==> config.mk <==
export PLATFORM = sky130hd
export DESIGN_NAME = axis_hdr_insert_pipe
export DESIGN_NICKNAME = d
export VERILOG_FILES = /design/src/rtl/axis_ins_pkg.sv /design/src/rtl/axis_hdr_fifo.sv /design/src/rtl/axis_hdr_insert_pipe.sv
export SDC_FILE = /design/constraint.sdc
export NUM_CORES = 1
export LEC_CHECK = 0
export ABC_AREA = 1
export BUFFER_PORTS_ARGS = -buffer_cell sky130_fd_sc_hd__buf_4
export CORE_ASPECT_RATIO = 0.75
export CORE_MARGIN = 2
export CORE_UTILIZATION = 62
export DETAILED_ROUTE_END_ITERATION = 10
export GPL_ROUTABILITY_DRIVEN = 0
export PLACE_DENSITY = 0.89
export SLEW_MARGIN = 20
export SYNTH_ARGS = -nofsm -noshare
export SYNTH_HDL_FRONTEND = slang
export SYNTH_SLANG_ARGS = --single-unit
==> constraint.sdc <==
create_clock -name clk -period 4.36 [get_ports clk]
set_input_delay 0.218 -clock clk [delete_from_list [all_inputs] [get_ports clk]]
set_output_delay 0.218 -clock clk [all_outputs]
set_load 0.02 [all_outputs]
==> src/rtl/axis_ins_pkg.sv <==
// rtl/axis_ins_pkg.sv - shared types and helpers for the header inserter
// Contents: FSM state enum, header FIFO entry type, keep popcount and
// MSB-aligned keep mask helpers. Widths are sized for the widest supported
// stream (512 bits / 64 bytes); users take the slice they need.
package axis_ins_pkg;

    localparam int HDR_DATA_MAX_WD = 512;
    localparam int HDR_CNT_MAX_WD  = 7;
    localparam int KEEP_MAX_WD     = 64;

    typedef enum logic [1:0] {
        IDLE,
        HDR,
        STREAM,
        FLUSH
    } state_t;

    typedef struct packed {
        logic [HDR_DATA_MAX_WD-1:0] data;
        logic [HDR_CNT_MAX_WD-1:0]  cnt;
    } hdr_entry_t;

    function automatic logic [HDR_CNT_MAX_WD-1:0] keep_popcount(input logic [KEEP_MAX_WD-1:0] keep);
        logic [HDR_CNT_MAX_WD-1:0] n;
        n = '0;
        for (int i = 0; i < KEEP_MAX_WD; i++) begin
            n = n + {{(HDR_CNT_MAX_WD-1){1'b0}}, keep[i]};
        end
        return n;
    endfunction

    // Ones in bits [nbytes-1 : nbytes-cnt], i.e. the top cnt lanes of an
    // nbytes-wide keep vector. cnt must not exceed nbytes.
    function automatic logic [KEEP_MAX_WD-1:0] keep_mask(input logic [HDR_CNT_MAX_WD-1:0] cnt,
                                                          input logic [HDR_CNT_MAX_WD-1:0] nbytes);
        logic [KEEP_MAX_WD-1:0] ones;
        ones = (64'd1 << cnt) - 64'd1;
        return ones << (nbytes - cnt);
    endfunction

endpackage

==> src/rtl/axis_hdr_fifo.sv <==
// rtl/axis_hdr_fifo.sv - synchronous header FIFO
// Ports: clk, rst (async, active-high); push/push_entry write side;
// pop/head read side (head is valid whenever empty=0); full, empty flags.
// Push while full and pop while empty are ignored.
module axis_hdr_fifo
    import axis_ins_pkg::*;
#(
    parameter int DEPTH = 2
) (
    input  logic       clk,
    input  logic       rst,
    input  logic       push,
    input  hdr_entry_t push_entry,
    input  logic       pop,
    output hdr_entry_t head,
    output logic       full,
    output logic       empty
);

    localparam int AW = $clog2(DEPTH);

    hdr_entry_t       mem [DEPTH];
    logic [AW:0]      wr_ptr;
    logic [AW:0]      rd_ptr;

    // Pointers carry one extra wrap bit so full and empty are distinguishable.
    always_ff @(posedge clk or posedge rst) begin
        if (rst) begin
            wr_ptr <= '0;
            rd_ptr <= '0;
        end else begin
            if (push && !full) begin
                wr_ptr <= wr_ptr + (AW+1)'(1);
            end
            if (pop && !empty) begin
                rd_ptr <= rd_ptr + (AW+1)'(1);
            end
        end
    end

    always_ff @(posedge clk) begin
        if (push && !full) begin
            mem[wr_ptr[AW-1:0]] <= push_entry;
        end
    end

    assign head  = mem[rd_ptr[AW-1:0]];
    assign empty = (wr_ptr == rd_ptr);
    assign full  = (wr_ptr[AW] != rd_ptr[AW]) && (wr_ptr[AW-1:0] == rd_ptr[AW-1:0]);

endmodule

==> src/rtl/axis_hdr_insert_pipe.sv <==
// rtl/axis_hdr_insert_pipe.sv - stream header inserter with byte realignment
// Ports: clk, rst (async, active-high);
//   payload in : valid_in, data_in, keep_in, last_in, ready_in
//   header in  : valid_insert, data_insert, byte_insert_cnt, ready_insert
//   stream out : valid_out, data_out, keep_out, last_out (registered), ready_out
//   stats      : stat_pkt_cnt, stat_byte_cnt (only with AXIS_INS_STATS_EN)
// Byte N-1 (MSB) is first on the wire; keep vectors are MSB-aligned.
module axis_hdr_insert_pipe
    import axis_ins_pkg::*;
#(
    parameter  int DATA_WD      = 32,
    parameter  int HDR_DEPTH    = 2,
    localparam int DATA_BYTE_WD = DATA_WD / 8,
    localparam int CNT_WD       = $clog2(DATA_BYTE_WD + 1)
) (
    input  logic                    clk,
    input  logic                    rst,
    input  logic                    valid_in,
    input  logic [DATA_WD-1:0]      data_in,
    input  logic [DATA_BYTE_WD-1:0] keep_in,
    input  logic                    last_in,
    output logic                    ready_in,
    input  logic                    valid_insert,
    input  logic [DATA_WD-1:0]      data_insert,
    input  logic [CNT_WD-1:0]       byte_insert_cnt,
    output logic                    ready_insert,
    output logic                    valid_out,
    output logic [DATA_WD-1:0]      data_out,
    output logic [DATA_BYTE_WD-1:0] keep_out,
    output logic                    last_out,
    input  logic                    ready_out
`ifdef AXIS_INS_STATS_EN
    ,
    output logic [31:0]             stat_pkt_cnt,
    output logic [31:0]             stat_byte_cnt
`endif
);

    localparam int                N     = DATA_BYTE_WD;
    localparam logic [CNT_WD-1:0] N_CNT = CNT_WD'(N);

    function automatic logic [N-1:0] keep_top(input logic [CNT_WD:0] c);
        return N'(keep_mask(HDR_CNT_MAX_WD'(c), HDR_CNT_MAX_WD'(N)));
    endfunction

    state_t              state;
    logic [DATA_WD-1:0]  carry;      // pending bytes, MSB-aligned, low lanes zero
    logic [CNT_WD-1:0]   shift;      // byte offset of payload; 0 = pass-through
    logic [CNT_WD-1:0]   flush_cnt;

    hdr_entry_t          push_entry;
    hdr_entry_t          head;
    logic                fifo_full;
    logic                fifo_empty;
    logic                fifo_pop;
    logic [CNT_WD-1:0]   s_clamped;
    logic [DATA_WD-1:0]  hdr_data;
    logic [CNT_WD-1:0]   hdr_cnt;
    logic [DATA_WD-1:0]  hdr_bits;
    logic [N-1:0]        hdr_keep;
    logic                unused_head_bits;

    logic                out_free;
    logic                accept;
    logic [CNT_WD-1:0]   v_cnt;
    logic [CNT_WD:0]     total;
    logic [DATA_WD-1:0]  beat_data;
    logic [DATA_WD-1:0]  next_carry;

    always_comb begin
        s_clamped = byte_insert_cnt;
        if (byte_insert_cnt == '0 || byte_insert_cnt > N_CNT) begin
            s_clamped = N_CNT;
        end
        push_entry                    = '0;
        push_entry.data[DATA_WD-1:0]  = data_insert;
        push_entry.cnt[CNT_WD-1:0]    = s_clamped;
    end

    axis_hdr_fifo #(.DEPTH(HDR_DEPTH)) u_hdr_fifo (
        .clk        (clk),
        .rst        (rst),
        .push       (valid_insert),
        .push_entry (push_entry),
        .pop        (fifo_pop),
        .head       (head),
        .full       (fifo_full),
        .empty      (fifo_empty)
    );

    assign ready_insert     = ~fifo_full;
    assign fifo_pop         = (state == IDLE) && !fifo_empty;
    assign hdr_data         = head.data[DATA_WD-1:0];
    assign hdr_cnt          = head.cnt[CNT_WD-1:0];
    assign unused_head_bits = ^head;

    // Header lanes below the S valid bytes are garbage; zero them so the
    // carry can simply be OR-ed with the shifted payload.
    always_comb begin
        hdr_keep = keep_top({1'b0, hdr_cnt});
        hdr_bits = '0;
        for (int b = 0; b < N; b++) begin
            hdr_bits[b*8 +: 8] = {8{hdr_keep[b]}};
        end
    end

    assign out_free = ~valid_out | ready_out;
    assign ready_in = (state == STREAM) && out_free;
    assign accept   = valid_in && ready_in;

    // Shifting by a full word (shift = 0 on the carry side) yields zero,
    // which is exactly the pass-through behaviour.
    assign v_cnt      = CNT_WD'(keep_popcount(KEEP_MAX_WD'(keep_in)));
    assign total      = {1'b0, shift} + {1'b0, v_cnt};
    assign beat_data  = carry | (data_in >> {shift, 3'b000});
    assign next_carry = data_in << {N_CNT - shift, 3'b000};

    always_ff @(posedge clk or posedge rst) begin
        if (rst) begin
            state     <= IDLE;
            carry     <= '0;
            shift     <= '0;
            flush_cnt <= '0;
            valid_out <= 1'b0;
            data_out  <= '0;
            keep_out  <= '0;
            last_out  <= 1'b0;
        end else begin
            if (out_free) begin
                valid_out <= 1'b0;
            end
            case (state)
                IDLE: begin
                    if (!fifo_empty) begin
                        carry <= hdr_data & hdr_bits;
                        shift <= hdr_cnt;
                        state <= HDR;
                    end
                end
                HDR: begin
                    if (shift != N_CNT) begin
                        state <= STREAM;
                    end else if (out_free) begin
                        valid_out <= 1'b1;
                        data_out  <= carry;
                        keep_out  <= '1;
                        last_out  <= 1'b0;
                        carry     <= '0;
                        shift     <= '0;
                        state     <= STREAM;
                    end
                end
                STREAM: begin
                    if (accept) begin
                        valid_out <= 1'b1;
                        data_out  <= beat_data;
                        carry     <= next_carry;
                        if (!last_in) begin
                            keep_out <= '1;
                            last_out <= 1'b0;
                        end else if (total <= {1'b0, N_CNT}) begin
                            keep_out <= keep_top(total);
                            last_out <= 1'b1;
                            state    <= IDLE;
                        end else begin
                            keep_out  <= '1;
                            last_out  <= 1'b0;
                            flush_cnt <= CNT_WD'(total - {1'b0, N_CNT});
                            state     <= FLUSH;
                        end
                    end
                end
                FLUSH: begin
                    if (out_free) begin
                        valid_out <= 1'b1;
                        data_out  <= carry;
                        keep_out  <= keep_top({1'b0, flush_cnt});
                        last_out  <= 1'b1;
                        state     <= IDLE;
                    end
                end
                default: state <= IDLE;
            endcase
        end
    end

    // An empty last beat has no defined realignment.
    a_last_not_empty: assert property (@(posedge clk) disable iff (rst)
        (accept && last_in) |-> (keep_in != '0));

`ifdef AXIS_INS_STATS_EN
    always_ff @(posedge clk or posedge rst) begin
        if (rst) begin
            stat_pkt_cnt  <= '0;
            stat_byte_cnt <= '0;
        end else if (valid_out && ready_out) begin
            stat_byte_cnt <= stat_byte_cnt + 32'(keep_popcount(KEEP_MAX_WD'(keep_out)));
            if (last_out) begin
                stat_pkt_cnt <= stat_pkt_cnt + 32'd1;
            end
        end
    end
`endif

endmodule

# ---- Word-level counts from Yosys, hierarchy flattened
# Memory sizes are Yosys's and may differ from the RTL's.
# Cells that the tools add are included.
dict set report totals {
  mem_count 1
  ramBits 70
  word_cells 118
  register_bits 82
}
# name depth word_bits rd rd_clocked_by_memory_dff write_ports line_no
set memory_table {}
lappend memory_table {u_hdr_fifo.mem 2 35 1 0 1 axis_hdr_fifo.sv:22} ;# hdr_entry_t mem [DEPTH];
dict set report classes {
  reduce_logical 20
  n_mux 43
  n_bitwise 6
  eq_ne 14
  order_cmp 2
  add_sub_neg 14
  n_shift 8
}
# cell count
set ops {}
lappend ops {{$mux 32} 7}
lappend ops {{$pmux 32 s3} 2}
lappend ops {{$shl 64x7->4} 3}
lappend ops {{$sub 64x1->64 const B} 3}
lappend ops {{$shl 1x3->64 const A} 2}
lappend ops {{$shl 1x4->64 const A} 1}
lappend ops {{$and 32x32->32} 1}
lappend ops {{$or 32x32->32} 1}
lappend ops {{$shl 32x6->32} 1}
lappend ops {{$shr 32x6->32} 1}
lappend ops {{$mux 4} 6}
lappend ops {{$reduce_and 5->1} 3}
lappend ops {{$mux 2} 7}
lappend ops {{$mux 1} 12}
lappend ops {{$mux 3} 4}
lappend ops {{$ne 2x2->1 const B} 6}
lappend ops {{$pmux 4 s3} 1}
lappend ops {{$pmux 2 s4} 1}
lappend ops {{$reduce_and 4->1} 2}
lappend ops {{$sub 3x3->4 const A} 2}
lappend ops {{$logic_and 1x1->1} 6}
lappend ops {{$ne 3x3->1 const B} 2}
lappend ops {{$pmux 1 s3} 2}
lappend ops {{$pmux 3 s2} 1}
lappend ops {{24 further kinds} 30}

# ---- Depth between registers and ports, before layout
dict set report logic_depth {
  word_depth 11
  ltp_mapped 15
  mapped_depth_nobuf 14
}

# ---- Cells and area by module
# From an unflattened synthesis, not the netlist that was laid out.
dict set report hier_totals {
  cells_unflattened 3513
  hier_area_um2 43757.0
}
# module area_each_um2 instances cells_per_inst seq_area_each_um2
set by_module_without_submodules {}
lappend by_module_without_submodules {axis_hdr_fifo 38339.3 1 2752 31270.0}
lappend by_module_without_submodules {axis_hdr_insert_pipe 5417.7 1 761 1951.9}

# ---- Worst setup path after synthesis
# OpenSTA, ideal clock, no wires.
dict set report synth_timing {
  path_kind {register -> register}
  startpoint {register u_hdr_fifo.wr_ptr[1]}
  endpoint {memory u_hdr_fifo.mem[1][0] in the netlist's numbering, enable pin}
  setup_ns 0.431
  period_less_slack_ns 2.954
  stages_incl_launch_ff 6
  path_buffers 0
  path_slack_ns 1.406
  t_arrival_ns 2.523
  cell_sequence {dfrtp_1 xnor2_1 inv_1 nand2_1 nand2_1 nor2_1}
}
dict set report synth_via {
  elab_chain_len 6
}
# element line_no
set synth_lines {}
lappend synth_lines {{from (decl)} axis_hdr_fifo.sv:23} ;# logic [AW:0] wr_ptr;
lappend synth_lines {{from (signal assigned)} axis_hdr_fifo.sv:33} ;# wr_ptr <= wr_ptr + (AW+1)'(1);
lappend synth_lines {{$ne 1x1->1} axis_hdr_fifo.sv:49} ;# assign full = (wr_ptr[AW] != rd_ptr[AW]) && (wr_ptr[AW-1:0] == rd_ptr[AW-1:0]);
lappend synth_lines {{$logic_and 1x1->1} axis_hdr_fifo.sv:49}
lappend synth_lines {{$logic_not 1->1} axis_hdr_fifo.sv:42} ;# if (push && !full) begin
lappend synth_lines {{$logic_and 1x1->1} axis_hdr_fifo.sv:42}
lappend synth_lines {{$mux 1} axis_hdr_fifo.sv:42}
lappend synth_lines {{$mux 1 (implied by the code)} axis_hdr_fifo.sv:43} ;# mem[wr_ptr[AW-1:0]] <= push_entry;
lappend synth_lines {{to (decl)} axis_hdr_fifo.sv:22}
# No other way between the ends.

# ---- Worst setup path after layout
dict set report layout_timing {
  startpoint {register shift[0]}
  endpoint {register keep_out[3]}
}
dict set report layout_via {
  elab_chain_len 8
  word_cells_on_any_way 13
  cone_classes {add/sub: 3; order compare: 1; eq/ne: 2; shift: 2; mux: 4; reduce/logical: 1}
}
# element line_no
set layout_lines {}
lappend layout_lines {{from (decl)} axis_hdr_insert_pipe.sv:48} ;# logic [CNT_WD-1:0] shift;
lappend layout_lines {{from (signal assigned)} axis_hdr_insert_pipe.sv:136} ;# shift <= hdr_cnt;
lappend layout_lines {{$add 3x3->4} axis_hdr_insert_pipe.sv:114} ;# assign total = {1'b0, shift} + {1'b0, v_cnt};
lappend layout_lines {{$shl 1x4->64} axis_ins_pkg.sv:37} ;# ones = (64'd1 << cnt) - 64'd1;
lappend layout_lines {{$sub 64x1->64} axis_ins_pkg.sv:37}
lappend layout_lines {{$shl 64x7->4} axis_ins_pkg.sv:38} ;# return ones << (nbytes - cnt);
lappend layout_lines {{$mux 4} axis_hdr_insert_pipe.sv:161} ;# end else if (total <= {1'b0, N_CNT}) begin
lappend layout_lines {{$mux 4} axis_hdr_insert_pipe.sv:158} ;# if (!last_in) begin
lappend layout_lines {{$mux 4} axis_hdr_insert_pipe.sv:154} ;# if (accept) begin
lappend layout_lines {{$pmux 4 s3} axis_hdr_insert_pipe.sv:132} ;# case (state)
lappend layout_lines {{to (signal assigned)} axis_hdr_insert_pipe.sv:162} ;# keep_out <= keep_top(total);
lappend layout_lines {{to (signal assigned)} axis_hdr_insert_pipe.sv:177} ;# keep_out <= keep_top({1'b0, flush_cnt});
lappend layout_lines {{to (decl)} axis_hdr_insert_pipe.sv:29} ;# output logic [DATA_BYTE_WD-1:0] keep_out,
# Parallel ways exist; a longest one is shown, timed or not. The select of a mux whose other input is x is not followed.
# A chain may end at the register's enable or synchronous reset.

==> out/results.tsv <==
stage	metric	value	unit
status	status	finished clean	
detailed_routing	first_pass_iters	8	
critical_path	end_kind	register	
sta	fmax	322.1	MHz
hold_path	hold_path.class	input port to register	
cells_and_area	final_common_cell	nand2_1	
pwr	p_clk_share	17.4	%
detailed_routing	ant_nets	0	
floorplanning	core	0.01293	mm2
detailed_routing	wl_met3	2.620	mm
detailed_routing	top_layer_used	met4	
logic_synthesis	syn-num-nets	1051	
critical_path	slowest_stage	fa_1	
floorplanning	die-area	0.01415	mm2
cells_and_area	final_cell_mix	185 x nand2_1, 124 x buf_4, 116 x inv_1, 108 x nor2_1, 82 x dfrtp_1	
grt	grt_max_degree	47	
grt	grt_pass1_wl	34.84	mm
detailed_routing	drt_iter0_markers	1088	
critical_path	path_class	register to register	
logic_synthesis	synth_edf_count	70	
grt	grt-ovfl-total	0	
critical_path	arrival	3.48	ns
critical_path	cp_slowest_stage_delay	0.49	ns
cells_and_area	fin_area	0.01002	mm2
placed_design	dpl.hpwl	14.54	mm
clock_tree	clkTransAtPathRegs	0.07	ns
detailed_routing	drt-met1-wl	8.857	mm
detailed_routing	drc	0	
detailed_routing	vias	7378	
sta	drv_slew	0	
detailed_routing	routed_wl	22.10	mm
detailed_routing	via_per_inst	5.819	
logic_synthesis	synth_cell_type_count	42	
logic_synthesis	ys_ff_latch	152	
flow_run	maxCapViolCount	0	
pwr	power_leakage	0.004647	uW
clock_tree	cts_root_buffer	clkbuf_16	
logic_synthesis	syn-cell-area	0.008188	mm2
critical_path	r2r_cells	14	
sta	tns	0	ns
pwr	p_comb_share	54.7	%
pwr	switching_share	47.56	%
grt	antenna_found_initial	0	
floorplanning	ioPinCount	117	
logic_synthesis	async_flop_share	53.95	%
sta	relSlewSlack	25.63	%
critical_path	crit_path_start_kind	register	
sta	rsz0062_at_grt	false	
pwr	p_int	4338	uW
critical_path	crit_top_cell	inv_1	
pwr	pwr-share-seq	27.9	%
sta	tightest_slew	1.113	ns
clock_tree	cts_sinks	152	
pwr	vdd_ir_drop_max	0.4490	mV
pwr	p_sw	3934	uW
hold_path	hold_path_end	u_hdr_fifo.wr_ptr[0]	
logic_synthesis	avgSynthCellArea	8.610	um2
hold_path	hold_depth	3	
critical_path	cp.required	4.74	ns
critical_path	rrSetupSlack	1.26	ns
grt	grt.total_usage	32.25	%
sta	finClkSkew	0.01282	ns
logic_synthesis	ys_warn_count	0	
floorplanning	die_w	136.7	um
sta	finalCritPeriodShare	71.21	%
logic_synthesis	syn_inst	951	
grt	grt_pass1_vias	6878	
critical_path	r2r-start	shift[0]	
critical_path	cp_max_fo	44	
clock_tree	cts_buffer_depth	2	
clock_tree	htreeDepth	4	
clock_tree	cts_resized	0	
cells_and_area	layout-drive-gt1-share	17.78	%
floorplanning	initial_core_util	63.34	%
sta	fin_crit	3.105	ns
critical_path	r2r-end	keep_out[3]	
cells_and_area	area_growth	22.33	%
logic_synthesis	ys_seq_area_share	50.73	%
cells_and_area	finalNetCount	1184	
detailed_routing	dr_wl_met2	10.11	mm
placed_design	portBuffers	116	
hold_path	hold_start	valid_insert	
floorplanning	rows	36	
pwr	p_per_area	825.9	mW/mm2
sta	hold_violations	0	
detailed_routing	wl_per_cell	17.43	um
critical_path	critical_path.cell_chain	buf_4 > inv_1 > buf_4 > fa_1 > fa_1 > nand2_1 > inv_1 > ha_1 > inv_1 > o211ai_1 > nand2_1 > nand3_1 > nand2_1 > inv_1	
logic_synthesis	synthFlopType	dfrtp_1	
floorplanning	fp.dieH	103.5	um
clock_tree	insertion_delay	0.44	ns
sta	finalSetupViolCount	0	
clock_tree	cts_tree	yes	
clock_tree	numCtsBuffers	17	
cells_and_area	antenna_cells	0	
placed_design	dpl_cell_area	0.009115	mm2
## through the flow
stage / utilization [%] / hold slack, ns / setup slack (ns) / total power [uW] / std cells
global route: 77.48 / 0.03466 / 1.002 / 8841 / 1268
global placement: 70.51 / 0.3470 / 1.363 / 6511 / 1203
detailed placement: 70.51 / 0.3490 / 1.303 / 6663 / 1203
CTS: 77.48 / 0.03194 / 1.273 / 8171 / 1268
floorplan: - / 0.3169 / 1.406 / 5573 / 951
finish: 77.48 / 0.03102 / 1.255 / 8272 / 1268
## cell usage after synthesis, types with 6 or more instances
| cell | count | area (um2) |
|---|---|---|
| o22ai_1 | 9 | 56.30 |
| mux2_2 | 6 | 67.56 |
| dfrtp_1 | 82 | 2052 |
| nand3_1 | 37 | 185.2 |
| inv_2 | 7 | 26.28 |
| nand4_1 | 12 | 75.07 |
| nand2_1 | 185 | 694.4 |
| a31oi_1 | 13 | 81.33 |
| inv_1 | 117 | 439.2 |
| buf_2 | 19 | 95.09 |
| a21boi_1 | 8 | 60.06 |
| o221ai_1 | 7 | 61.31 |
| o21ai_1 | 26 | 130.1 |
| nand2_2 | 8 | 50.05 |
| clkbuf_1 | 14 | 52.55 |
| edfxtp_1 | 70 | 2102 |
| and2_1 | 7 | 43.79 |
| nor2_1 | 110 | 412.9 |
| o211ai_1 | 19 | 142.6 |
| buf_4 | 8 | 60.06 |
| o21a_1 | 20 | 150.1 |
| o21ai_0 | 77 | 385.4 |
| a21oi_1 | 40 | 200.2 |
| ha_1 | 20 | 250.2 |
## worst max-delay path: cells and delay by family (launching register included)
kind / cells / cell delay [ns]
DFF: 1 / 0.33
and+or+nand+nor: 4 / 0.32
buffers and inverters: 6 / 0.96
AOI/OAI and AO/OA: 1 / 0.19
adders and majority gates: 3 / 1.25
## metal layers
| layer | global-route usage (%) | vias up |
|---|---|---|
| met1 | 45.13 | 3417 |
| met3 | 8.125 | 57 |
| met2 | 49.32 | 469 |
| li1 | - | 3435 |
| met5 | 0 | - |
| met4 | 10.94 | 0 |
## layout make-up
| cell class | count | area, um2 |
|---|---|---|
| timing repair buffer | 157 | 1261 |
| inverter | 126 | 481.7 |
| tap | 171 | 214.0 |
| clock buffer | 17 | 425.4 |
| multi-input combinational | 630 | 3334 |
| fill | 837 | 2912 |
| clock inverter | 15 | 145.1 |
| sequential | 152 | 4154 |
## repair_timing
action,4_1_cts,5_1_grt
setup endpoints to repair,0,0
hold buffers,33,0
hold endpoints to repair,105,0
setup buffers,0,0
## power groups by stage
stage               Sequential [uW]  Combinational [uW]  Clock, uW
floorplan                      2440                3130          0
global placement               2300                4210          0
detailed placement             2320                4340          0
CTS                            2300                4440       1430
global route                   2350                4990       1500
finish                         2310                4530       1440
## how the worst max path moves through the flow
stage / start / to / cells after the start
final: shift[0] / keep_out[3] / 14
after global routing: shift[0] / keep_out[1] / 12
after CTS: shift[0] / keep_out[3] / 14
after detailed placement: shift[0] / keep_out[3] / 14
after global placement: shift[0] / keep_out[3] / 14
after floorplan: u_hdr_fifo.wr_ptr[1] / u_hdr_fifo.mem[1][0] / 5
## flip-flops by register name, summed over array words and instances (netlist names), 2 cells and up
register,flops
keep_out,4
carry,32
data_out,32
u_hdr_fifo.mem,70
state,2
flush_cnt,3
u_hdr_fifo.rd_ptr,2
u_hdr_fifo.wr_ptr,2
shift,3
## kinds of logic (layout without fill, tap and decap cells)
| family | Yosys count | count (layout) | synth area share (%) |
|---|---|---|---|
| compound gates | 222 | 222 | 15.88 |
| xor+xnor | 6 | 6 | 0.6419 |
| fa+ha+maj | 23 | 23 | 3.790 |
| buf+inv | 169 | 315 | 8.603 |
| flops | 152 | 152 | 50.73 |
| mux | 6 | 6 | 0.8251 |
| simple gates | 373 | 373 | 19.53 |
(Power assumes the default switching activity.)
